===== src/rtl/vram_arb_pkg.sv =====
// Shared types and default widths for the text-VRAM port arbiter.
// Optional build macro VRAM_ARB_STATS_EN enables the CPU stall counter.
package vram_arb_pkg;

    localparam int unsigned VRAM_ADDR_W = 13;  // 80x60 text map fits in 8K words
    localparam int unsigned VRAM_DATA_W = 16;  // attribute byte + character code
    localparam int unsigned STALL_CNT_W = 16;

    typedef enum logic [2:0] {
        StIdle,
        StVgaAcc,
        StVgaCap,
        StCpuAcc,
        StCpuCap
    } arb_state_e;

endpackage


===== src/rtl/sat_counter.sv =====
// Saturating up-counter used for arbiter statistics.
// Only built when VRAM_ARB_STATS_EN is defined.
`ifdef VRAM_ARB_STATS_EN
module sat_counter #(
    parameter int unsigned WIDTH = 16
) (
    input  logic             clk,
    input  logic             rst,
    input  logic             inc,
    output logic [WIDTH-1:0] count
);

    logic [WIDTH-1:0] count_q;

    // Count up on inc, sticking at all-ones.
    always_ff @(posedge clk) begin
        if (rst) begin
            count_q <= '0;
        end else if (inc && (count_q != '1)) begin
            count_q <= count_q + 1'b1;
        end
    end

    assign count = count_q;

endmodule
`endif


===== src/rtl/vram_port_arbiter.sv =====
// Single-port text-VRAM arbiter: the VGA fetch path has fixed priority and a
// bounded latency, the CPU bus is served through a req/ready handshake.
// Optional build macro VRAM_ARB_STATS_EN adds the stall_cnt output.
module vram_port_arbiter
    import vram_arb_pkg::*;
#(
    parameter int unsigned ADDR_W = VRAM_ADDR_W,
    parameter int unsigned DATA_W = VRAM_DATA_W
) (
    input  logic              clk,
    input  logic              rst,
    input  logic              vga_rdn,
    input  logic [ADDR_W-1:0] vga_addr,
    output logic [DATA_W-1:0] vga_data,
    input  logic              cpu_req,
    input  logic              cpu_we,
    input  logic [ADDR_W-1:0] cpu_addr,
    input  logic [DATA_W-1:0] cpu_wdata,
    output logic              cpu_ready,
    output logic [DATA_W-1:0] cpu_rdata,
    output logic              ram_en,
    output logic              ram_we,
    output logic [ADDR_W-1:0] ram_addr,
    output logic [DATA_W-1:0] ram_wdata,
    input  logic [DATA_W-1:0] ram_rdata
`ifdef VRAM_ARB_STATS_EN
    ,
    output logic [STALL_CNT_W-1:0] stall_cnt
`endif
);

    arb_state_e        state_q, state_d;
    logic              served_q, served_d;
    logic              vga_pend;
    logic              we_q;
    logic [ADDR_W-1:0] addr_q;
    logic [DATA_W-1:0] wdata_q;
    logic [DATA_W-1:0] vga_data_q;
    logic [DATA_W-1:0] cpu_rdata_q;

    // A low strobe that has not yet been fetched.
    assign vga_pend = !vga_rdn && !served_q;

    // Next-state and served-flag logic. Capture cycles double as arbitration
    // slots so a pending VGA fetch follows a CPU access with no idle gap. The
    // CPU is never re-granted straight out of CPU_CAP: cpu_req is still high
    // at that edge for the access that is just completing.
    always_comb begin
        state_d  = state_q;
        served_d = served_q;
        unique case (state_q)
            StIdle, StVgaCap: begin
                if (vga_pend) begin
                    state_d = StVgaAcc;
                end else if (cpu_req) begin
                    state_d = StCpuAcc;
                end else begin
                    state_d = StIdle;
                end
            end
            StVgaAcc: state_d = StVgaCap;
            StCpuAcc: state_d = StCpuCap;
            StCpuCap: state_d = vga_pend ? StVgaAcc : StIdle;
            default:  state_d = StIdle;
        endcase
        if (state_d == StVgaAcc && state_q != StVgaAcc) begin
            served_d = 1'b1;
        end
        if (vga_rdn) begin
            served_d = 1'b0;
        end
    end

    // RAM port and CPU handshake outputs; address/data hold when the port idles.
    always_comb begin
        ram_en    = 1'b0;
        ram_we    = 1'b0;
        ram_addr  = addr_q;
        ram_wdata = wdata_q;
        unique case (state_q)
            StVgaAcc: begin
                ram_en   = 1'b1;
                ram_addr = vga_addr;
            end
            StCpuAcc: begin
                ram_en    = 1'b1;
                ram_we    = cpu_we;
                ram_addr  = cpu_addr;
                ram_wdata = cpu_wdata;
            end
            default: ;
        endcase
        // Reset aborts the access in flight: nothing reaches the RAM or the CPU.
        if (rst) begin
            ram_en = 1'b0;
            ram_we = 1'b0;
        end
    end

    // Read data is forwarded during the ready cycle and held afterwards.
    always_comb begin
        cpu_ready = (state_q == StCpuCap) && !rst;
        cpu_rdata = cpu_rdata_q;
        if (cpu_ready && !we_q) begin
            cpu_rdata = ram_rdata;
        end
    end

    assign vga_data = vga_data_q;

    // FSM state register.
    always_ff @(posedge clk) begin
        if (rst) begin
            state_q  <= StIdle;
            served_q <= 1'b0;
        end else begin
            state_q  <= state_d;
            served_q <= served_d;
        end
    end

    // Datapath registers: held port values, access direction, captured data.
    always_ff @(posedge clk) begin
        if (rst) begin
            addr_q      <= '0;
            wdata_q     <= '0;
            we_q        <= 1'b0;
            vga_data_q  <= '0;
            cpu_rdata_q <= '0;
        end else begin
            addr_q  <= ram_addr;
            wdata_q <= ram_wdata;
            if (state_q == StCpuAcc) begin
                we_q <= cpu_we;
            end
            if (state_q == StVgaCap) begin
                vga_data_q <= ram_rdata;
            end
            if (state_q == StCpuCap && !we_q) begin
                cpu_rdata_q <= ram_rdata;
            end
        end
    end

`ifdef VRAM_ARB_STATS_EN
    logic stall_inc;

    // CPU is waiting while the port is granted to, or busy with, a VGA fetch.
    always_comb begin
        stall_inc = cpu_req && (((state_q == StIdle) && vga_pend) ||
                                (state_q == StVgaAcc) || (state_q == StVgaCap));
    end

    sat_counter #(
        .WIDTH(STALL_CNT_W)
    ) u_stall_cnt (
        .clk  (clk),
        .rst  (rst),
        .inc  (stall_inc),
        .count(stall_cnt)
    );
`endif

endmodule


===== config.mk =====
export PLATFORM = sky130hd
export DESIGN_NAME = vram_port_arbiter
export DESIGN_NICKNAME = d
export VERILOG_FILES = /design/src/rtl/vram_arb_pkg.sv /design/src/rtl/sat_counter.sv /design/src/rtl/vram_port_arbiter.sv
export SDC_FILE = /design/constraint.sdc
export NUM_CORES = 1
export LEC_CHECK = 0
export BUFFER_PORTS_ARGS = -buffer_cell sky130_fd_sc_hd__buf_2
export CAP_MARGIN = 30
export CORE_MARGIN = 2
export CORE_UTILIZATION = 30
export DETAILED_ROUTE_END_ITERATION = 12
export PLACE_DENSITY_LB_ADDON = 0.25
export SYNTH_ARGS = -nofsm -noshare
export SYNTH_HDL_FRONTEND = slang
export SYNTH_SLANG_ARGS = --single-unit
export TNS_END_PERCENT = 30

===== constraint.sdc =====
create_clock -name clk -period 1.7 [get_ports clk]
set_input_delay 0.17 -clock clk [delete_from_list [all_inputs] [get_ports clk]]
set_output_delay 0.17 -clock clk [all_outputs]
set_load 0.03 [all_outputs]

==> metrics.json, run 1 <==
{
  "status": "complete, but fails checks",
  "failed_checks": "setup timing",
  "final_antenna_diode_count": 0,
  "dr_total_vias": 2466,
  "finalWeightedCongestion": 0.704,
  "finalSetupViolCount": 45,
  "detail_route.vias_per_cell": 4.48,
  "chipWidth_um": 102,
  "clock_buffers_created_by_tritoncts": 9,
  "start_util_pct": 31.1,
  "placement.io_buffers": 126,
  "detailedPlacementHpwl_um": 4660,
  "critPathKind": "reg -> out",
  "min-delay-start": "vga_rdn",
  "routedWlPerCell_um": 13.6,
  "synth_flop_cell": "sky130_fd_sc_hd__dfxtp_1",
  "core_area_um2": 9330,
  "rsz0062_at_grt": "yes",
  "htree_levels": 3,
  "drt_drc_violations_left": 0,
  "ir_worst_vdd_uv": 391,
  "clk_pin_slew_ns": 0.07,
  "tritoncts_clock_tree": "yes",
  "count_of_maximum_capacitance_violations": 0,
  "synth.yosys.seq_area_share_pct": 45.6,
  "timing.reg2reg.worst_path_depth": 7,
  "path_max_fanout": 7,
  "netSwitchingPower_uw": 1170,
  "num_io_pins": 127,
  "synthToLayoutAreaGrowth_pct": 48.1,
  "mappedNetlistArea_um2": 2900,
  "clkPwrFrac_pct": 36.2,
  "sequential_share_of_power_pct": 41.4,
  "power_frac_comb_pct": 22.4,
  "wirelength_um": 7490,
  "synth_area_per_cell_um2": 10.5,
  "design.die.area_um2": 10500,
  "clock_sink_count": 66,
  "height_of_the_die_um": 102,
  "detailedRoute.firstIterationViolations": 40,
  "ys_seq_elements": 66,
  "worst_skew_pair.late_latency_ns": 0.33,
  "finalPower_uw": 4000,
  "synth_nets": 340,
  "netlist.area_leader.share_pct": 45.6,
  "max_slew_margin_pct": 60.3,
  "final-max-slew-violation-count": 0,
  "core.rowCount": 35,
  "timing_worst_slew_pin_value_ns": 0.596,
  "finish.net_count": 480,
  "worstPathArrival_ns": 1.84,
  "power_per_cell_area_nw_per_um2": 932,
  "drt_first_pass_iters": 4,
  "clock_skew_ns": 0.0148,
  "period_minus_slack_ns": 2.01,
  "clk_path_buf_depth": 2,
  "timing.critical_path.from_type": "register",
  "worst_slack_ns": -0.313,
  "timing_hold_violations_final": 0,
  "synth-edff-count": 0,
  "holdPathEnd": "served_q",
  "grt_util_all_layers_pct": 13.8,
  "crit-reg2reg-launch": "state_q[2]",
  "netSwitchingFraction_pct": 29.2,
  "achievable-frequency_mhz": 497,
  "core_util_final_pct": 46.0,
  "fin_crit_sh_pct": 118,
  "share_of_layout_cells_above_drive_strength_1_pct": 50.2,
  "synthDistinctLibCells": 30,
  "grt_antenna_before_repair": 0,
  "worstSetupEndpointType": "primary output",
  "grt_start_max_net_pins": 53,
  "timing.critical_path.required_ns": 1.53,
  "synthArstFlopShare_pct": 0,
  "regToRegEndpoint": "cpu_rdata_q[8]",
  "grt.overflow.total": 0,
  "synth_area_leader_cell": "sky130_fd_sc_hd__dfxtp_1",
  "ant_nets": 0,
  "rrSetupSlack_ns": 0.08,
  "number_of_global_route_vias_before_repair": 2295,
  "p_int_uw": 2830,
  "cts_hold_bufs": 0,
  "hold_path_class": "in -> reg",
  "ys_top_cells_by_area": "sky130_fd_sc_hd__dfxtp_1, sky130_fd_sc_hd__mux2_4, sky130_fd_sc_hd__a21oi_1",
  "wire_length_of_the_first_global_routing_pass_um": 11200,
  "cts_root_buffer": "sky130_fd_sc_hd__clkbuf_8",
  "yosysWarnings": 0,
  "hold_path_depth": 2,
  "leakagePower_uw": 0.00198,
  "post_synth_inst_count": 277
}
-- cell families (layout without fill, tap and decap cells) --
group,Yosys count,in the layout,synth area share [%]
and+or+nand+nor,79,79,14.7
DFF,66,66,45.6
AOI/OAI and AO/OA,62,62,14.1
buffers and inverters,23,168,5.48
muxes,47,47,20.1
-- worst max path at each step --
stage	slack, ns	start	to	depth (start not counted)
6_report	-0.31	state_q[0]	cpu_rdata[15]	5
3_3_place_gp	-0.05	state_q[1]	vga_data[11]	4
2_1_floorplan	-0.16	state_q[0]	cpu_rdata[11]	6
3_5_place_dp	-0.08	state_q[1]	vga_data[6]	4
5_1_grt	-0.36	state_q[0]	cpu_rdata[15]	5
4_1_cts	-0.39	state_q[1]	cpu_rdata[14]	6
-- metal layers --
layer	GRT usage [%]	share of wire, %
met1	17.7	47
met2	22.4	45
met3	3.21	6.3
met4	5.54	1.2
met5	0	0
-- synth_stat cells (all sizes together) (8+ instances only) --
master,number
a211oi,14
a21oi,30
a22o,16
buf,15
clkbuf,8
dfxtp,66
mux2,33
mux2i,14
nand2,32
nor2,18
nor2b,17
-- power by group through the flow --
stage	clock (uW)	combinational, uW	sequential (uW)
after global placement	0	779	1690
after floorplan	0	507	1730
after CTS	1500	845	1660
after global routing	1580	972	1670
final	1450	898	1660
after detailed placement	0	783	1690
-- registers in the layout, indices dropped and copies added, names as in the netlist --
signal / cells
cpu_rdata_q: 16
vga_data: 16
wdata_q: 16
addr_q: 13
state_q: 3
served_q: 1
we_q: 1
-- layout by cell type, fill, tap and decap left out, types with 2 or more instances in the layout --
cell / instances
sky130_fd_sc_hd__a211oi_1: 14
sky130_fd_sc_hd__nand2_1: 32
sky130_fd_sc_hd__mux2_4: 25
sky130_fd_sc_hd__a22o_1: 16
sky130_fd_sc_hd__buf_2: 94
sky130_fd_sc_hd__nor2b_1: 16
sky130_fd_sc_hd__dfxtp_1: 64
sky130_fd_sc_hd__buf_12: 7
sky130_fd_sc_hd__nor2_1: 16
sky130_fd_sc_hd__mux2_2: 8
sky130_fd_sc_hd__a21oi_1: 30
sky130_fd_sc_hd__clkbuf_16: 3
sky130_fd_sc_hd__buf_6: 21
sky130_fd_sc_hd__bufinv_16: 2
sky130_fd_sc_hd__clkbuf_8: 9
sky130_fd_sc_hd__clkinvlp_4: 2
sky130_fd_sc_hd__buf_4: 26
sky130_fd_sc_hd__nor3_1: 2
sky130_fd_sc_hd__mux2i_1: 14
-- metrics by stage --
stage / cells / worst slack [ns] / cell area [um^2] / hold WS, ns / TNS [ns]
floorplan: 277 / -0.157 / 2920 / 0.249 / -2.32
global placement: 518 / -0.0479 / 3640 / 0.376 / -1.35
detailed placement: 518 / -0.0830 / 3640 / 0.385 / -2.09
CTS: 542 / -0.394 / 4150 / 0.0239 / -10.94
global route: 551 / -0.364 / 4290 / 0.0546 / -11.45
finish: 551 / -0.313 / 4290 / 0.0432 / -8.11
-- worst max-delay path: stages, from the launching register on --
cell and delay [ns]:
sky130_fd_sc_hd__dfxtp_2 0.34, sky130_fd_sc_hd__nor4b_4 0.29, sky130_fd_sc_hd__and2b_2 0.28, sky130_fd_sc_hd__buf_12 0.16, sky130_fd_sc_hd__mux2_4 0.31, sky130_fd_sc_hd__buf_6 0.14
-- layout make-up --
cell class | count | area (um^2)
clock buffers | 10 | 128
clock inverters | 6 | 88.8
fillers | 919 | 5030
multi-input cells | 188 | 1460
flip-flops and latches | 66 | 1330
well taps | 129 | 161
repair buffers | 152 | 1120
-- timing repair --
action / 4_1_cts / 5_1_grt
endpoints found under the setup margin: 62 / 60
setup buffers: 6 / 8
cloned: 2 / 3
pin swaps: 2 / 1
gates resized for setup: 57 / 15
Power figures use the tool's default switching activity.
==> run 2, diff against run 1 <==
--- a/config.mk
+++ b/config.mk
@@ -7,7 +7,7 @@
 export LEC_CHECK = 0
 export BUFFER_PORTS_ARGS = -buffer_cell sky130_fd_sc_hd__buf_2
 export CAP_MARGIN = 30
-export CORE_MARGIN = 2
+export CORE_MARGIN = 8
 export CORE_UTILIZATION = 30
 export DETAILED_ROUTE_END_ITERATION = 12
 export PLACE_DENSITY_LB_ADDON = 0.25
==> run 2 against run 1 <==
  * Total power rose by 1.9%
  * Count of clock-buffer cells in the layout fell by 1
  * Non-clock buffer count shrank 12
  * Critical endpoint is now cpu_rdata[12]
  * Cell count shrank 1.6%
  * Sequential share of layout area grew 1.2 points
  * Fmax is 0.29% higher
  * Routed wire length grew 1.5%
  * Core utilization down 3.1 points
  * Global-route usage fell by 1.9 points
  * The run still ends with setup timing left
  * Sequential cell count unchanged
==> metrics.json, run 2 (synthesis gave the netlist of run 1 again) <==
{
  "status": "complete, but fails checks",
  "failed_checks": "setup timing",
  "hold_path_depth": 2,
  "finalWeightedCongestion": 0.682,
  "seqCellArea_um2": 1320,
  "worstSetupEndpointType": "primary output",
  "grt_util_all_layers_pct": 11.8,
  "rsz0062_at_grt": "yes",
  "fin_area_um2": 4120,
  "start_util_pct": 30.2,
  "timing.reg2reg.worst_path_depth": 4,
  "max_slew_margin_pct": 57.2,
  "dr_total_vias": 2406,
  "cpPeakStageDelay_ns": 0.33,
  "post_layout_nonfiller_instances": 542,
  "drt_drc_violations_left": 0,
  "final_cell_mix": "sky130_fd_sc_hd__buf_2, sky130_fd_sc_hd__dfxtp_1, sky130_fd_sc_hd__nand2_1",
  "worstPathArrival_ns": 1.84,
  "holdPathEnd": "served_q",
  "power_per_cell_area_nw_per_um2": 990,
  "clk_pin_slew_ns": 0.07,
  "clock_buffers_created_by_tritoncts": 9,
  "hold_path_class": "in -> reg",
  "chipWidth_um": 114,
  "finalSetupTns_ns": -9.43,
  "critPathKind": "reg -> out",
  "ir_worst_vdd_uv": 552,
  "height_of_the_die_um": 114,
  "n_fill_cell": 991,
  "final.hold.worst_slack_ns": 0.0452,
  "rrSetupSlack_ns": 0.16,
  "detail_route.vias_per_cell": 4.44,
  "critical_path.slowest_cell": "sky130_fd_sc_hd__dfxtp_2",
  "wirelength_um": 7610,
  "netSwitchingPower_uw": 1140,
  "finalPower_uw": 4080,
  "worst_skew_pair.late_latency_ns": 0.33,
  "finish.net_count": 468,
  "placement.io_buffers": 126,
  "ant_nets": 0,
  "path_max_fanout": 7,
  "fin_crit_sh_pct": 118,
  "core.rowCount": 36,
  "period_minus_slack_ns": 2.01,
  "netSwitchingFraction_pct": 28.1,
  "final_antenna_diode_count": 0,
  "detailedRoute.firstIterationViolations": 87,
  "count_of_maximum_capacitance_violations": 0,
  "layout.cells.most_common": "sky130_fd_sc_hd__buf_2",
  "leakagePower_uw": 0.00190,
  "tritoncts_clock_tree": "yes",
  "timing.critical_path.from_type": "register",
  "wire_length_of_the_first_global_routing_pass_um": 12300,
  "synthToLayoutAreaGrowth_pct": 42.2,
  "number_of_global_route_vias_before_repair": 2545,
  "drt_first_pass_iters": 4,
  "design.die.area_um2": 13100,
  "finalSetupViolCount": 46,
  "cells_along_the_critical_path": "nor4b_4 -> and2b_2 -> clkbuf_16 -> mux2_4 -> buf_6",
  "htree_levels": 3,
  "clock_sink_count": 66,
  "timing_hold_violations_final": 0,
  "detailedPlacementHpwl_um": 5410,
  "regToRegEndpoint": "cpu_rdata_q[13]",
  "core_area_um2": 9590,
  "min-delay-start": "vga_rdn",
  "achievable-frequency_mhz": 498,
  "cts_root_buffer": "sky130_fd_sc_hd__clkbuf_8",
  "dpl-instance-area_um2": 3650,
  "placed_cells": 522,
  "timing_worst_slew_pin_value_ns": 0.641,
  "routedWlPerCell_um": 14.0,
  "p_int_uw": 2930,
  "grt_start_max_net_pins": 41,
  "multi_input_area_um2": 1450,
  "clock_skew_ns": 0.0102,
  "grt_antenna_before_repair": 0,
  "share_of_layout_cells_above_drive_strength_1_pct": 48.4,
  "num_io_pins": 127,
  "power_frac_comb_pct": 20.5,
  "clk_path_buf_depth": 2,
  "timing.critical_path.required_ns": 1.53,
  "crit-reg2reg-launch": "state_q[1]",
  "grt.overflow.total": 0,
  "clkPwrFrac_pct": 38.9,
  "final-max-slew-violation-count": 0,
  "worst_slack_ns": -0.307,
  "sequential_share_of_power_pct": 40.6
}
run 2: cell types whose count changed in the layout (fill, tap and decap cells not counted), sizes merged:
cell	previous run	this run
bufinv	2	3
buf	148	139
clkinvlp	2	1
clkbuf	14	10
run 2: cell type report:
class	instances	area share (%)
flip-flops and latches	66	32.1
clock inverters	6	2.79
well taps	133	4.04
multi-input cells	188	35.2
repair buffers	140	22.8
clock buffers	9	3.01
run 2: metal layers:
layer / routed length, um / up-vias / global-route usage (%)
li1: - / 1231 / -
met1: 3360 / 1084 / 12.9
met5: 0 / - / 0
met3: 598 / 10 / 4.11
met2: 3540 / 81 / 20.7
met4: 108 / 0 / 4.53
run 2: critical path: cells and delay by family, from the launching register on:
family,cells,cell delay (ns)
and+or+nand+nor,2,0.55
DFF,1,0.33
buffers and inverters,2,0.33
muxes,1,0.30
run 2: worst max-delay path by stage:
stage,slack (ns),cells after the start,end,start
floorplan,-0.16,6,cpu_rdata[11],state_q[0]
global placement,-0.07,4,vga_data[2],state_q[1]
detailed placement,-0.1,4,vga_data[4],state_q[1]
CTS,-0.41,6,cpu_rdata[9],state_q[1]
global route,-0.40,5,cpu_rdata[12],state_q[1]
finish,-0.31,5,cpu_rdata[12],state_q[1]
run 2: power groups by stage:
stage          registers [uW]  clock network [uW]  logic, uW
2_1_floorplan            1730                   0        507
3_3_place_gp             1690                   0        784
3_5_place_dp             1690                   0        793
4_1_cts                  1650                1650        853
5_1_grt                  1660                1720        913
6_report                 1650                1590        838
run 2: timing repair:
| item | CTS | global route |
|---|---|---|
| pin swaps | 2 | 1 |
| cloned | 2 | 0 |
| gates resized for setup | 56 | 1 |
| setup endpoints to repair | 62 | 50 |
| buffers inserted | 3 | 1 |
| hold buffers | 0 | 0 |
run 2: metrics by stage:
stage / utilization, % / setup WS (ns)
after detailed placement: 38.0 / -0.0967
after global routing: 42.9 / -0.399
after global placement: 38.0 / -0.0668
final: 42.9 / -0.307
after floorplan: - / -0.157
after CTS: 43.2 / -0.406
==> run 3, diff against run 2 <==
--- a/config.mk
+++ b/config.mk
@@ -8,7 +8,7 @@
 export BUFFER_PORTS_ARGS = -buffer_cell sky130_fd_sc_hd__buf_2
 export CAP_MARGIN = 30
 export CORE_MARGIN = 8
-export CORE_UTILIZATION = 30
+export CORE_UTILIZATION = 47
 export DETAILED_ROUTE_END_ITERATION = 12
 export PLACE_DENSITY_LB_ADDON = 0.25
 export SYNTH_ARGS = -nofsm -noshare
==> run 3 against run 2 <==
  * The flow still finishes with violations (setup timing)
  * Total power fell by 2.4%
  * Design area decreased by 0.33%
  * Clock power shrank 10%
  * Cell count decreased by 11%
  * Worst hold slack got worse by 0.0024 ns
  * Count of clock-buffer cells in the layout unchanged
  * Clock skew decreased by 0.0017 ns
  * Register-to-register slack lost 0.05 ns
  * Sequential power hardly changed
  * Global-route usage rose by 5.1 points
  * Sequential cell count unchanged
  * Largest power group unchanged
  * Highest routed layer unchanged
==> metrics.json, run 3 (synthesis gave the netlist of run 1 again) <==
{
  "status": "complete, but fails checks",
  "failed_checks": "setup timing",
  "hold_path_class": "in -> reg",
  "power_frac_comb_pct": 22.1,
  "n_fill_cell": 463,
  "cts_root_buffer": "sky130_fd_sc_hd__clkbuf_8",
  "final_cell_mix": "sky130_fd_sc_hd__buf_2, sky130_fd_sc_hd__dfxtp_1, sky130_fd_sc_hd__nand2_1",
  "critPathKind": "reg -> out",
  "post_layout_nonfiller_instances": 485,
  "count_of_maximum_capacitance_violations": 0,
  "grt_util_all_layers_pct": 16.9,
  "leakagePower_uw": 0.00190,
  "clk_path_buf_depth": 2,
  "placed_cells": 463,
  "final-max-slew-violation-count": 0,
  "sequential_share_of_power_pct": 41.8,
  "detailedRoute.firstIterationViolations": 65,
  "detail_route.vias_per_cell": 5.07,
  "timing.reg2reg.worst_path_depth": 4,
  "core.rowCount": 28,
  "tritoncts_clock_tree": "yes",
  "power_per_cell_area_nw_per_um2": 969,
  "dr_total_vias": 2459,
  "cpPeakStageDelay_ns": 0.34,
  "crit-reg2reg-launch": "state_q[1]",
  "cells_along_the_critical_path": "nor4b_4 -> and2b_4 -> buf_12 -> mux2_4 -> buf_6",
  "timing.critical_path.from_type": "register",
  "wire_length_of_the_first_global_routing_pass_um": 12100,
  "share_of_layout_cells_above_drive_strength_1_pct": 52.9,
  "number_of_global_route_vias_before_repair": 2481,
  "clkPwrFrac_pct": 36.0,
  "finalWeightedCongestion": 0.720,
  "path_max_fanout": 7,
  "timing.critical_path.required_ns": 1.53,
  "drt_drc_violations_left": 0,
  "rrSetupSlack_ns": 0.11,
  "critPathLaunch": "state_q[1]",
  "ir_worst_vdd_uv": 591,
  "fin_crit_sh_pct": 119,
  "rsz0062_at_grt": "yes",
  "timing_hold_violations_final": 0,
  "finalSetupViolCount": 46,
  "start_util_pct": 48.7,
  "timing_worst_slew_pin_value_ns": 0.674,
  "layout.cells.most_common": "sky130_fd_sc_hd__buf_2",
  "regToRegEndpoint": "cpu_rdata_q[1]",
  "design.die.area_um2": 8930,
  "achievable-frequency_mhz": 496,
  "routedWlPerCell_um": 15.7,
  "core_area_um2": 5960,
  "dpl-instance-area_um2": 3570,
  "ant_nets": 0,
  "grt_antenna_before_repair": 0,
  "grt_start_max_net_pins": 53,
  "worst_skew_pair.late_latency_ns": 0.33,
  "critical_path.slowest_cell": "sky130_fd_sc_hd__dfxtp_2",
  "drt_first_pass_iters": 4,
  "max_slew_margin_pct": 55.0,
  "placement.io_buffers": 126,
  "final_antenna_diode_count": 0,
  "finish.net_count": 468,
  "critPathCapture": "cpu_rdata[8]",
  "fin_area_um2": 4110,
  "clk_pin_slew_ns": 0.07,
  "height_of_the_die_um": 94.5,
  "num_io_pins": 127,
  "clock_sink_count": 66,
  "htree_levels": 3,
  "detailedPlacementHpwl_um": 5180,
  "clock_buffers_created_by_tritoncts": 9,
  "wirelength_um": 7620,
  "worstSetupEndpointType": "primary output",
  "p_int_uw": 2800,
  "chipWidth_um": 94.5,
  "clock_skew_ns": 0.00845,
  "worst_slack_ns": -0.317,
  "worstPathArrival_ns": 1.85,
  "synthToLayoutAreaGrowth_pct": 41.7,
  "netSwitchingFraction_pct": 29.5,
  "netSwitchingPower_uw": 1170,
  "grt.overflow.total": 0,
  "period_minus_slack_ns": 2.02
}
## run 3: cell types whose count changed in the layout (fill, tap and decap cells not counted), sizes merged
cell	delta
inv	-1
buf	+1
clkinv	+2
clkinvlp	+1
clkbuf	-1
bufinv	-1
## run 3: power by group through the flow
stage	clock (uW)	sequential, uW	combinational [uW]
6_report	1430	1660	881
5_1_grt	1540	1670	946
4_1_cts	1440	1660	844
3_5_place_dp	0	1690	785
3_3_place_gp	0	1690	773
2_1_floorplan	0	1730	507
## run 3: area by class of cell
cell class / count / area, um^2 / area share, %
clock buffers: 9 / 124 / 3.02
clock inverters: 7 / 93.8 / 2.29
multi-input cells: 188 / 1500 / 36.6
flip-flops and latches: 66 / 1330 / 32.3
well taps: 75 / 93.8 / 2.29
repair buffers: 140 / 965 / 23.5
## run 3: metal layers
metal	vias up	GRT usage (%)	wire (um)
li1	1231	-	-
met4	0	5.85	78
met5	-	0	0
met3	9	6.43	778
met1	1108	19.7	3240
met2	111	27.9	3520
## run 3: repair_timing
item | in CTS | in global routing
endpoints found under the setup margin | 62 | 46
gates cloned | 2 | 0
pin swaps | 2 | 1
resized for setup | 56 | 23
hold buffers | 0 | 0
setup buffers | 3 | 1
## run 3: through the flow
step	hold slack [ns]	TNS, ns	power, uW	util, %	setup WS (ns)
2_1_floorplan	0.249	-2.32	2240	-	-0.157
3_3_place_gp	0.377	-0.531	2460	59.9	-0.0243
3_5_place_dp	0.386	-1.66	2470	59.9	-0.0696
4_1_cts	0.0288	-10.64	3940	67.7	-0.349
5_1_grt	0.0459	-13.58	4150	68.9	-0.392
6_report	0.0428	-9.65	3980	68.9	-0.317
## run 3: critical path, delay by kind of cell (launching register included)
| kind | cells | cell delay [ns] |
|---|---|---|
| buffers and inverters | 2 | 0.30 |
| multiplexers | 1 | 0.31 |
| flip-flops | 1 | 0.34 |
| AND/OR/NAND/NOR | 2 | 0.57 |
## run 3: worst min path at each step
stage	endpoint	cells after the start	slack, ns	startpoint
2_1_floorplan	served_q	1	0.25	vga_rdn
3_3_place_gp	served_q	2	0.38	vga_rdn
3_5_place_dp	served_q	2	0.39	vga_rdn
4_1_cts	served_q	2	0.03	vga_rdn
5_1_grt	served_q	2	0.05	vga_rdn
6_report	served_q	2	0.04	vga_rdn
